$ cat src/rtl/modinv_helper_update_engine.sv
// Operand-buffer update engine for a binary modular-inverse datapath: sweeps the
// operand sources once and routes the selected words into the r/s/u/v buffers.
module modinv_helper_update_engine #(
   parameter int WORD_W     = 32,
   parameter int NUM_WORDS  = 9,
   parameter int ADDR_BITS  = 4,
   parameter int RD_LATENCY = 1,
   parameter int ITER_W     = 10
) (
   input  logic                 clk,
   input  logic                 rst,
   input  logic                 ena,
   output logic                 rdy,
   output logic                 done,
   input  logic                 u_gt_v,
   input  logic                 v_eq_1,
   input  logic                 u_is_even,
   input  logic                 v_is_even,
   output logic [ADDR_BITS-1:0] in_addr,
   input  logic [WORD_W-1:0]    r_dbl_din,
   input  logic [WORD_W-1:0]    s_dbl_din,
   input  logic [WORD_W-1:0]    r_plus_s_din,
   input  logic [WORD_W-1:0]    u_half_din,
   input  logic [WORD_W-1:0]    v_half_din,
   input  logic [WORD_W-1:0]    u_minus_v_half_din,
   input  logic [WORD_W-1:0]    v_minus_u_half_din,
   output logic [ADDR_BITS-1:0] out_addr,
   output logic                 r_wren,
   output logic                 s_wren,
   output logic                 u_wren,
   output logic                 v_wren,
   output logic [WORD_W-1:0]    r_dout,
   output logic [WORD_W-1:0]    s_dout,
   output logic [WORD_W-1:0]    u_dout,
   output logic [WORD_W-1:0]    v_dout,
   input  logic                 clr_cnt,
   output logic [ITER_W-1:0]    iter_cnt
);

   typedef enum logic [1:0] {IDLE, SWEEP, DRAIN, SKIP} state_t;

   localparam logic [ADDR_BITS-1:0] LAST_ADDR = ADDR_BITS'(NUM_WORDS - 1);
   localparam logic [1:0]           LAST_DRN  = 2'(RD_LATENCY - 1);

   state_t                 r_state;
   logic                   r_done;
   logic [ADDR_BITS-1:0]   r_in_addr;
   logic [ADDR_BITS-1:0]   r_out_addr;
   logic [RD_LATENCY-1:0]  r_vld;
   logic [1:0]             r_drn;
   logic [ITER_W-1:0]      r_iter;
   logic                   r_u_gt_v;
   logic                   r_v_eq_1;
   logic                   r_u_even;
   logic                   r_v_even;
   logic                   w_wr;

   // NOTE: sequential state uses non-blocking assignments only, so every register
   // samples pre-edge values regardless of statement order.
   always_ff @(posedge clk or posedge rst) begin
      if (rst) begin
         r_state    <= IDLE;
         r_done     <= 1'b0;
         r_in_addr  <= '0;
         r_out_addr <= '0;
         r_vld      <= '0;
         r_drn      <= '0;
         r_iter     <= '0;
         r_u_gt_v   <= 1'b0;
         r_v_eq_1   <= 1'b0;
         r_u_even   <= 1'b0;
         r_v_even   <= 1'b0;
      end else begin
         r_done <= 1'b0;

         // Read-valid pipeline: a word addressed in SWEEP arrives RD_LATENCY cycles later.
         r_vld[0] <= (r_state == SWEEP);
         for (int i = RD_LATENCY - 1; i > 0; i--) r_vld[i] <= r_vld[i-1];

         if (w_wr) r_out_addr <= (r_out_addr == LAST_ADDR) ? '0 : r_out_addr + 1'b1;

         // Skip completions pulse done from SKIP, so only IDLE-state done pulses count.
         if (clr_cnt)                                         r_iter <= '0;
         else if (r_done && r_state == IDLE && r_iter != '1)  r_iter <= r_iter + 1'b1;

         case (r_state)
            IDLE: begin
               if (ena) begin
                  r_u_gt_v <= u_gt_v;
                  r_v_eq_1 <= v_eq_1;
                  r_u_even <= u_is_even;
                  r_v_even <= v_is_even;
                  if (v_eq_1) begin
                     r_state <= SKIP;
                     r_done  <= 1'b1;
                  end else begin
                     r_state   <= SWEEP;
                     r_in_addr <= '0;
                  end
               end
            end
            SWEEP: begin
               if (r_in_addr == LAST_ADDR) begin
                  r_in_addr <= '0;
                  r_drn     <= '0;
                  r_state   <= DRAIN;
               end else begin
                  r_in_addr <= r_in_addr + 1'b1;
               end
            end
            DRAIN: begin
               if (r_drn == LAST_DRN) begin
                  r_state <= IDLE;
                  r_done  <= 1'b1;
               end else begin
                  r_drn <= r_drn + 1'b1;
               end
            end
            SKIP:    r_state <= IDLE;
            default: r_state <= IDLE;
         endcase
      end
   end

   assign w_wr = r_vld[RD_LATENCY-1];

   // NOTE: every output of this block gets a default first, so no latch is inferred
   // and unselected write ports drive zeros rather than stale data.
   always_comb begin
      r_wren = 1'b0;
      s_wren = 1'b0;
      u_wren = 1'b0;
      v_wren = 1'b0;
      r_dout = '0;
      s_dout = '0;
      u_dout = '0;
      v_dout = '0;
      if (w_wr) begin
         if (r_u_even) begin
            u_wren = 1'b1;  u_dout = u_half_din;
            s_wren = 1'b1;  s_dout = s_dbl_din;
         end else if (r_v_even) begin
            v_wren = 1'b1;  v_dout = v_half_din;
            r_wren = 1'b1;  r_dout = r_dbl_din;
         end else if (r_u_gt_v) begin
            u_wren = 1'b1;  u_dout = u_minus_v_half_din;
            r_wren = 1'b1;  r_dout = r_plus_s_din;
            s_wren = 1'b1;  s_dout = s_dbl_din;
         end else begin
            v_wren = 1'b1;  v_dout = v_minus_u_half_din;
            r_wren = 1'b1;  r_dout = r_dbl_din;
            s_wren = 1'b1;  s_dout = r_plus_s_din;
         end
      end
   end

   assign rdy      = (r_state == IDLE);
   assign done     = r_done;
   assign in_addr  = r_in_addr;
   assign out_addr = r_out_addr;
   assign iter_cnt = r_iter;

endmodule
$ cat config.mk
export PLATFORM = sky130hd
export DESIGN_NAME = modinv_helper_update_engine
export DESIGN_NICKNAME = d
export VERILOG_FILES = /design/src/rtl/modinv_helper_update_engine.sv
export SDC_FILE = /design/constraint.sdc
export NUM_CORES = 1
export LEC_CHECK = 0
export ABC_AREA = 1
export CORE_AREA = 2 2 150 152
export CTS_CLUSTER_DIAMETER = 80
export CTS_CLUSTER_SIZE = 25
export DETAILED_ROUTE_END_ITERATION = 10
export DIE_AREA = 0 0 152 154
export PLACE_DENSITY = 0.6
export SLEW_MARGIN = 25
export SYNTH_ARGS = -nofsm -noshare
export SYNTH_HDL_FRONTEND = slang
export SYNTH_SLANG_ARGS = --single-unit
$ cat constraint.sdc
create_clock -name clk -period 1.7 [get_ports clk]
set_input_delay 0.51 -clock clk [delete_from_list [all_inputs] [get_ports clk]]
set_output_delay 0.51 -clock clk [all_outputs]
set_load 0.01 [all_outputs]
---- Yosys cells after proc, flatten, opt, wreduce, memory -nomap -nowiden ----
Cells that the tools add are included.
storage, ports and cells
  input bits .............................. 232
  output and inout port bits .............. 152
  register bits after elaboration ......... 27
cells by class
  muxes and demuxes ....................... 48
  equal/unequal tests ..................... 11
  reductions and logical operators ........ 11
  add/subtract/negate cells ............... 4
operator list
  operator                                                                 count
  32-bit 2-to-1 mux                                                        16
  10-bit 2-to-1 mux                                                        2
  1-bit 2-to-1 mux                                                         16
  4-bit 2-to-1 mux                                                         4
  2-bit 2-to-1 mux                                                         6
  10-bit by 1-bit adder with 10-bit output, second input constant          1
  10-bit inequality test, second input constant                            1
  3-bit AND reduction                                                      3
  4-bit by 1-bit adder with 4-bit output, second input constant            2
  4-bit == test, second input constant                                     2
  2-bit inequality test, second input constant                             4
  2-bit case mux with 4 select lines                                       1
  4-bit case mux with 2 select lines                                       1
  2-bit nonzero test                                                       3
  2-bit == test, second input constant                                     2
  2-bit logical NOT                                                        2
  2-bit case mux with 2 select lines                                       1
  2-bit by 1-bit adder with 2-bit output, second input constant            1
  2-bit by 1-bit == test with 1-bit output, second input constant          1
  1-bit logical AND                                                        2
  2-bit by 1-bit inequality test with 1-bit output, second input constant  1
  1-bit case mux with 2 select lines                                       1
  2-bit AND reduction                                                      1

---- Logic depth before layout (Yosys ltp) ----
Gate-level depths: netlist (run 1).
  word-level depth ........................ 5
  mapped depth ............................ 9
  depth with buffers taken out ............ 9

---- Worst setup path after synthesis (run 1) ----
No wires, ideal clock.
  path kind ............................... flip-flop to output port
  start point ............................. reg r_v_even
  end point ............................... out u_dout[22]
  arrival ................................. 1.200 ns
  cell stages (with the launch flop) ...... 7
  required time ........................... 1.190 ns
  slack ................................... -0.010 ns
  path buffers ............................ 3
  cell sequence ........................... dfrtp_1 buf_4 nor2_2 buf_2 buf_4 nand2_1 a21oi_1
on the way
  longest elaborated chain between the ends .. 3
RTL lines
  what                      line  RTL
  start: declaration        55    logic r_v_even;
  start signal: assignment  92    r_v_even <= v_is_even;
  32-bit 2-to-1 mux         142   end else if (r_v_even) begin
  32-bit 2-to-1 mux         139   if (r_u_even) begin
  32-bit 2-to-1 mux         138   if (w_wr) begin
  end: declaration          34    output logic [WORD_W-1:0] u_dout,
Every way passes these cells.

---- Worst setup path in the final report (run 1) ----
  start point ............................. reg r_v_even
  end point ............................... out u_dout[7]
The elaborated chain is that of the path after synthesis.

==> summary.md, run 1 <==
| Metric | Value |
|---|---|
| Status | `finished with violations` |
| Failing checks | `negative setup slack` |
| Number of enable flip-flop cells after synthesis | `0` |
| VDD IR-drop max | `0.000523 V` |
| Tmin final | `2.20 ns` |
| Syn avg cell area | `5.64 µm²` |
| Top cell type's share of synthesized area | `20.3%` |
| Layout area overhead | `189%` |
| CTS tree | `yes` |
| Final Skew | `0.00275 ns` |
| Initial antenna violation count | `0` |
| Final Hold Viols | `0` |
| CTS Buffer Depth | `2` |
| Core footprint | `21700 µm²` |
| Global placement routability congestion | `0.824` |
| Vias in the first global route | `5949` |
| Worst min path class | `flop to flop` |
| Max Slew Vio Count | `0` |
| GRT Residual Overflow | `0` |
| First-pass GRT wire length | `34.5 mm` |
| DRT Pass-1 Iters | `5` |
| Yosys reg bits | `27` |
| Syn_nets | `828` |
| RSZ-0062 raised after global routing | `yes` |
| Worst-Skew Late Latency | `0.26 ns` |
| Startpoint Class | `flop` |
| Worst slew pin tran | `0.392 ns` |
| H-Tree Level Count | `1` |
| WL per Instance | `18.2 µm` |
| Cells after Synth | `590` |
| Critical path capture point type | `output pin` |
| Antenna viol nets, final | `0` |
| Worst Path Required | `1.19 ns` |
| CP arrival | `1.69 ns` |
| P_leak | `0.00435 µW` |
| GRT Total Usage | `18.3%` |
| Antenna Cells | `0` |
| Post-layout util | `44.4%` |
| Nets@finish | `1329` |
| I/O pins | `384` |
| Post-CTS Hold Fix Bufs | `0` |
| Initial DRC count | `322` |
| Largest net degree at the start of global routing | `33` |
| R2r setup slk | `0.20 ns` |
| Top_reg_cell synth | `dfrtp_1` |
| Proportion of layout cells with a drive suffix above 1 | `44.1%` |
| CTS Sinks | `27` |
| FP Rows | `54` |
| Setup ws final | `-0.503 ns` |
| Synth cell types | `29` |
| Setup TNS | `-53.74 ns` |
| Vias | `6179` |
| Most frequent cell after synthesis | `nor2_1` |
| Initial Util | `15.3%` |
| Max-cap violations | `0` |
| Fraction of the cycle the final worst path needs | `130%` |
| Sequential share of the synthesized area | `20.3%` |
| CP max FO | `6` |
| Post-Route WL | `25.0 mm` |
| Worst slew margin | `73.8%` |
| Root cell of the clock tree | `clkbuf_16` |
| Die Height | `154 µm` |
| Setup violators final | `132` |
| Commonest cells post-synth | `nor2_1, o21ai_0, nand2_1` |
| Synth area leaders | `dfrtp_1, nor2_1, o21ai_0` |
| PortBufs | `383` |
| Ys Warns | `0` |
| Ys async rst share | `100%` |
| DRC violations left | `0` |
| Clock slew at reported path FFs | `0.07 ns` |
| Chip width | `152 µm` |
| Total CTS buffers | `3` |
| Overall Power | `13900 µW` |
| Dpl hpwl | `16.4 mm` |
| Critical path class | `flop to output pin` |
| Vias per std cell | `4.51` |
| DIE AREA | `23400 µm²` |
| Max Fclk | `454 MHz` |
| Synth Cell Area | `3330 µm²` |
| P per Cell Area | `1450 nW/µm²` |
| Synth area leader | `dfrtp_1` |
[repair_timing]
item                       CTS  global route
setup endpoints to repair  152           135
cloned                      10            13
gates resized for setup    650           231
buffers inserted            53            32
pin swaps                   26            59
[registers in the layout (all words and copies together), names as in the netlist]
name	flops
done	1
in_addr	4
iter_cnt	10
out_addr	4
r_drn	2
r_state	2
r_u_even	1
r_u_gt_v	1
r_v_even	1
r_vld	1
[worst paths after layout]
check                                              from                       to  cells past startpoint
worst min register to register     r_drn[1]$_DFFE_PP0P_     r_drn[1]$_DFFE_PP0P_                      2
worst max-delay path               r_v_even$_DFFE_PP0P_                u_dout[7]                      8
worst max register to register  iter_cnt[0]$_DFFE_PP0P_  iter_cnt[6]$_DFFE_PP0P_                      7
min in group asynchronous                           rst  iter_cnt[0]$_DFFE_PP0P_                      3
worst min-delay path               r_drn[1]$_DFFE_PP0P_     r_drn[1]$_DFFE_PP0P_                      2
max in group asynchronous                           rst     r_v_even$_DFFE_PP0P_                      3
[report_power, final]
group	total, µW	internal (µW)	switching (µW)
logic	12300	6430	5910
clock network	549	318	231
registers	1020	830	193
[layout make-up]
| cell class | instances | area (µm²) |
|---|---|---|
| clock buffers | 3 | 75.1 |
| inverters | 37 | 146 |
| fillers | 2172 | 12100 |
| well taps | 280 | 350 |
| clock inverters | 1 | 5.00 |
| flip-flops and latches | 27 | 678 |
| repair buffers | 542 | 5260 |
| multi-input cells | 480 | 3110 |
[cells in the final DEF, fill, tap and decap left out, types with 2 or more instances in the layout]
| cell type | count |
|---|---|
| nor3b_1 | 2 |
| dlygate4sd2_1 | 19 |
| dfrtp_1 | 25 |
| nor2_1 | 117 |
| buf_8 | 5 |
| o21ai_4 | 7 |
| ha_1 | 6 |
| buf_6 | 49 |
| inv_2 | 4 |
| nor2_4 | 13 |
| nand2_4 | 8 |
| nor2_2 | 20 |
| nand4_1 | 5 |
| inv_1 | 31 |
| buf_4 | 67 |
| a21oi_2 | 42 |
| nand3_1 | 13 |
| buf_2 | 122 |
| nand2_1 | 59 |
| buf_12 | 25 |
| buf_16 | 8 |
| clkbuf_16 | 14 |
| o21ai_2 | 37 |
| a22oi_2 | 31 |
| o21ai_1 | 24 |
| dlymetal6s2s_1 | 2 |
| a21oi_1 | 24 |
| clkbuf_2 | 3 |
| o21ai_0 | 40 |
| a21oi_4 | 3 |
| xor2_1 | 5 |
| nand2_2 | 15 |
| clkdlybuf4s50_1 | 229 |
| dfrtp_2 | 2 |
[cell families after synthesis]
logic type      Yosys count  synth area share (%)
flops                    27                  20.3
buf+inv                  83                  10.4
simple gates            255                  30.5
compound gates          213                  34.9
xor+xnor                  5                  1.32
mux                       1                 0.338
fa+ha+maj                 6                  2.26
[worst max-delay path, cell delays in order, from the launching register on]
cell and delay [ns]:
dfrtp_2 0.45, nor2_4 0.22, buf_8 0.17, buf_12 0.11, buf_12 0.10, buf_6 0.09, nand2_4 0.03, a21oi_2 0.10
buf_2 0.14
[layer usage]
| metal | track usage [%] | vias up | part of all wire [%] |
|---|---|---|---|
| li1 | - | 3006 | - |
| met1 | 23.0 | 2868 | 43 |
| met2 | 33.1 | 259 | 50 |
| met3 | 2.76 | 46 | 4.7 |
| met4 | 3.78 | 0 | 2.4 |
| met5 | 0 | - | 0 |
[per-stage QoR]
stage          hold WS [ns]  setup WS, ns  cell area (µm²)  instances
6_report              0.494        -0.503             9620       1370
5_1_grt               0.538        -0.566             9620       1370
4_1_cts               0.497        -0.511             8720       1336
3_5_place_dp          0.488        -0.812             8040       1270
3_3_place_gp          0.471        -0.821             8040       1270
2_1_floorplan         0.453       0.00538             3400        590
(Power assumes the default switching activity.)
==> run 2, diff against run 1 <==
--- a/config.mk
+++ b/config.mk
@@ -6,6 +6,7 @@
 export NUM_CORES = 1
 export LEC_CHECK = 0
 export ABC_AREA = 1
+export CAP_MARGIN = 15
 export CORE_AREA = 2 2 150 152
 export CTS_CLUSTER_DIAMETER = 80
 export CTS_CLUSTER_SIZE = 25
==> results of run 2 <==
The final DEF is identical to that of run 1; final timing and power are the same.
==> run 3, diff against run 2 <==
--- a/config.mk
+++ b/config.mk
@@ -5,14 +5,14 @@
 export SDC_FILE = /design/constraint.sdc
 export NUM_CORES = 1
 export LEC_CHECK = 0
-export ABC_AREA = 1
+export ABC_AREA = 0
 export CAP_MARGIN = 15
-export CORE_AREA = 2 2 150 152
+export CORE_AREA = 2 2 147 149
 export CTS_CLUSTER_DIAMETER = 80
 export CTS_CLUSTER_SIZE = 25
 export DETAILED_ROUTE_END_ITERATION = 10
-export DIE_AREA = 0 0 152 154
-export PLACE_DENSITY = 0.6
+export DIE_AREA = 0 0 149 151
+export PLACE_DENSITY = 0.62
 export SLEW_MARGIN = 25
 export SYNTH_ARGS = -nofsm -noshare
 export SYNTH_HDL_FRONTEND = slang
==> summary.md, run 3 <==
| Metric | Value |
|---|---|
| Ys Warns | `0 (unchanged)` |
| CTS Sinks | `27 (unchanged)` |
| Initial DRC count | `221 (was 322)` |
| Synth cell types | `42 (was 29)` |
| Commonest cells post-synth | `nand2_1, a21oi_1, nor2_1, o21ai_0, clkbuf_1 (was nor2_1, o21ai_0, nand2_1)` |
| PortBufs | `383 (unchanged)` |
| Sequential share of the synthesized area | `19.9% (was 20.3%)` |
| Initial antenna violation count | `0 (unchanged)` |
| Cells after Synth | `583 (was 590)` |
| Top cell type's share of synthesized area | `23.1% (was 20.3%)` |
| Most frequent cells in the layout | `clkdlybuf4s50_1, nand2_1, buf_2 (was clkdlybuf4s50_1, buf_2, nor2_1)` |
| H-Tree Level Count | `1 (unchanged)` |
| P_leak | `0.00440 µW (was 0.00435 µW)` |
| P per Cell Area | `1590 nW/µm² (was 1450 nW/µm²)` |
| Max Fclk | `448 MHz (was 454 MHz)` |
| Worst slew margin | `78.9% (was 73.8%)` |
| Post-Route WL | `22.9 mm (was 25.0 mm)` |
| CP arrival | `1.72 ns (was 1.69 ns)` |
| VDD IR-drop max | `0.000610 V (was 0.000523 V)` |
| Proportion of layout cells with a drive suffix above 1 | `41.8% (was 44.1%)` |
| FP Rows | `53 (was 54)` |
| GRT Residual Overflow | `0 (unchanged)` |
| Antenna viol nets, final | `0 (unchanged)` |
| Setup ws final | `-0.533 ns (was -0.503 ns)` |
| DIE AREA | `22500 µm² (was 23400 µm²)` |
| Vias | `5818 (was 6179)` |
| WL per Instance | `17.6 µm (was 18.2 µm)` |
| Hold Crit Depth | `1 (was 2)` |
| Setup violators final | `132 (unchanged)` |
| RSZ-0062 raised after global routing | `yes (unchanged)` |
| Clock slew at reported path FFs | `0.07 ns (about the same)` |
| Critical path class | `flop to output pin (unchanged)` |
| I/O pins | `384 (unchanged)` |
| Vias per std cell | `4.47 (was 4.51)` |
| Status | `finished with violations (unchanged)` |
| Most frequent cell after synthesis | `nand2_1 (was nor2_1)` |
| Worst slew pin tran | `0.316 ns (was 0.392 ns)` |
| Dpl hpwl | `14.7 mm (was 16.4 mm)` |
| Worst-Skew Late Latency | `0.26 ns (about the same)` |
| Ys async rst share | `100% (unchanged)` |
| Post-layout util | `44.8% (was 44.4%)` |
| Largest net degree at the start of global routing | `34 (was 33)` |
| Worst hold slack | `0.500 ns (was 0.494 ns)` |
| Max-cap violations | `0 (unchanged)` |
| Max reg flops | `10 (unchanged)` |
| Syn avg cell area | `5.83 µm² (was 5.64 µm²)` |
| Yosys reg bits | `27 (unchanged)` |
| Synth area leader | `nand2_1 (was dfrtp_1)` |
| CTS Buffer Depth | `2 (unchanged)` |
| Top_reg_cell synth | `dfrtp_1 (unchanged)` |
| Layout area overhead | `174% (was 189%)` |
| Final Skew | `0.00295 ns (was 0.00275 ns)` |
| Syn_nets | `821 (was 828)` |
| CTS tree | `yes (unchanged)` |
| Core footprint | `20800 µm² (was 21700 µm²)` |
| Final Hold Viols | `0 (unchanged)` |
| Die Height | `151 µm (was 154 µm)` |
| Commonest non-fill, non-tap cell in the layout | `clkdlybuf4s50_1 (unchanged)` |
| Antenna Cells | `0 (unchanged)` |
| Vias in the first global route | `5626 (was 5949)` |
| Worst Path Required | `1.19 ns (about the same)` |
| Initial Util | `16.3% (was 15.3%)` |
| Filler Cells Inserted | `2104 (was 2172)` |
| Tmin final | `2.23 ns (was 2.20 ns)` |
| Max Slew Vio Count | `0 (unchanged)` |
| DRT Pass-1 Iters | `4 (was 5)` |
| Nets@finish | `1267 (was 1329)` |
| Startpoint Class | `flop (unchanged)` |
| Root cell of the clock tree | `clkbuf_16 (unchanged)` |
| Failing checks | `negative setup slack (unchanged)` |
| Worst min path class | `flop to flop (unchanged)` |
| Chip width | `149 µm (was 152 µm)` |
| R2R cell count | `5 (was 7)` |
| First-pass GRT wire length | `32.5 mm (was 34.5 mm)` |
| GRT Total Usage | `18.5% (was 18.3%)` |
| Number of enable flip-flop cells after synthesis | `0 (unchanged)` |
| CP max FO | `5 (was 6)` |
| Global placement routability congestion | `0.763 (was 0.824)` |
| Fraction of the cycle the final worst path needs | `131% (was 130%)` |
| Critical path capture point type | `output pin (unchanged)` |
| Synth area leaders | `nand2_1, dfrtp_1, a21oi_1 (was dfrtp_1, nor2_1, o21ai_0)` |
| Post-CTS Hold Fix Bufs | `0 (unchanged)` |
| Total CTS buffers | `3 (unchanged)` |
| Synth Cell Area | `3400 µm² (was 3330 µm²)` |
| DRC violations left | `0 (unchanged)` |
## run 3: final cells by class
| cell class | count | area [µm²] | area share, % |
|---|---|---|---|
| clock buffers | 3 | 75.1 | 0.805 |
| multi-input cells | 494 | 3320 | 35.6 |
| inverters | 11 | 41.3 | 0.443 |
| clock inverters | 1 | 5.00 | 0.0537 |
| repair buffers | 492 | 4860 | 52.1 |
| flip-flops and latches | 27 | 679 | 7.29 |
| well taps | 275 | 344 | 3.69 |
## run 3: worst max-delay path, stage by stage (launching register included)
cell and delay (ns):
dfrtp_2 0.46, nor2b_4 0.16, buf_12 0.15, buf_12 0.13, buf_16 0.11, buf_6 0.10, nand2_2 0.05, a21oi_2 0.15
buf_2 0.14
## run 3: report_power, final
group	leakage [µW]	internal, µW	total [µW]	switching [µW]
Combinational	0.00400	6720	13200	6510
Clock	0.0000409	318	554	236
Sequential	0.000350	813	1030	213
## run 3: logic make-up (layout without fill, tap and decap cells)
family,count (synthesis),after routing,synth area share [%]
AO/OA/AOI/OAI,161,161,27.4
multiplexers,6,6,1.91
adder cells (fa/ha/maj),6,6,2.21
AND/OR/NAND/NOR,318,318,40.6
flip-flops,27,27,19.9
XOR/XNOR,3,3,0.773
buffers and inverters,62,507,7.25
## run 3: repair_timing
item                       4_1_cts  5_1_grt
setup buffers                   48        6
cloned                          20        2
setup endpoints to repair      149      142
pin swaps                       30       81
gates resized for setup        683      120
## run 3: through the flow
step | std cells | total power, µW | setup WS (ns) | instance area (µm²) | setup TNS [ns]
after floorplan | 583 | 5640 | -0.0644 | 3690 | -3.24
after global placement | 1231 | 10700 | -1.05 | 8080 | -75.41
after detailed placement | 1231 | 10800 | -1.05 | 8080 | -76.37
after CTS | 1302 | 14400 | -0.533 | 8960 | -56.03
after global routing | 1303 | 15800 | -0.603 | 9330 | -64.12
final | 1303 | 14800 | -0.533 | 9330 | -53.95
## run 3: final timing paths
kind	start	to	slack, ns
worst max-delay path	r_v_even$_DFFE_PP0P_	r_dout[11]	-0.53
worst min-delay path	in_addr[3]$_DFFE_PP0P_	in_addr[3]$_DFFE_PP0P_	0.50
worst max register to register	r_state[0]$_DFFE_PP0P_	iter_cnt[7]$_DFFE_PP0P_	0.02
worst min register to register	in_addr[3]$_DFFE_PP0P_	in_addr[3]$_DFFE_PP0P_	0.50
max in group asynchronous	rst	r_state[0]$_DFFE_PP0P_	0.96
min in group asynchronous	rst	iter_cnt[2]$_DFFE_PP0P_	0.57
## run 3: metal layers
metal	vias up	track usage (%)	share of wire, %	wire [µm]
met4	0	2.52	1.4	325
met1	2715	22.6	40	9130
li1	2854	-	-	-
met2	228	34.5	52	11900
met3	21	3.25	6.7	1550
met5	-	0	0	0
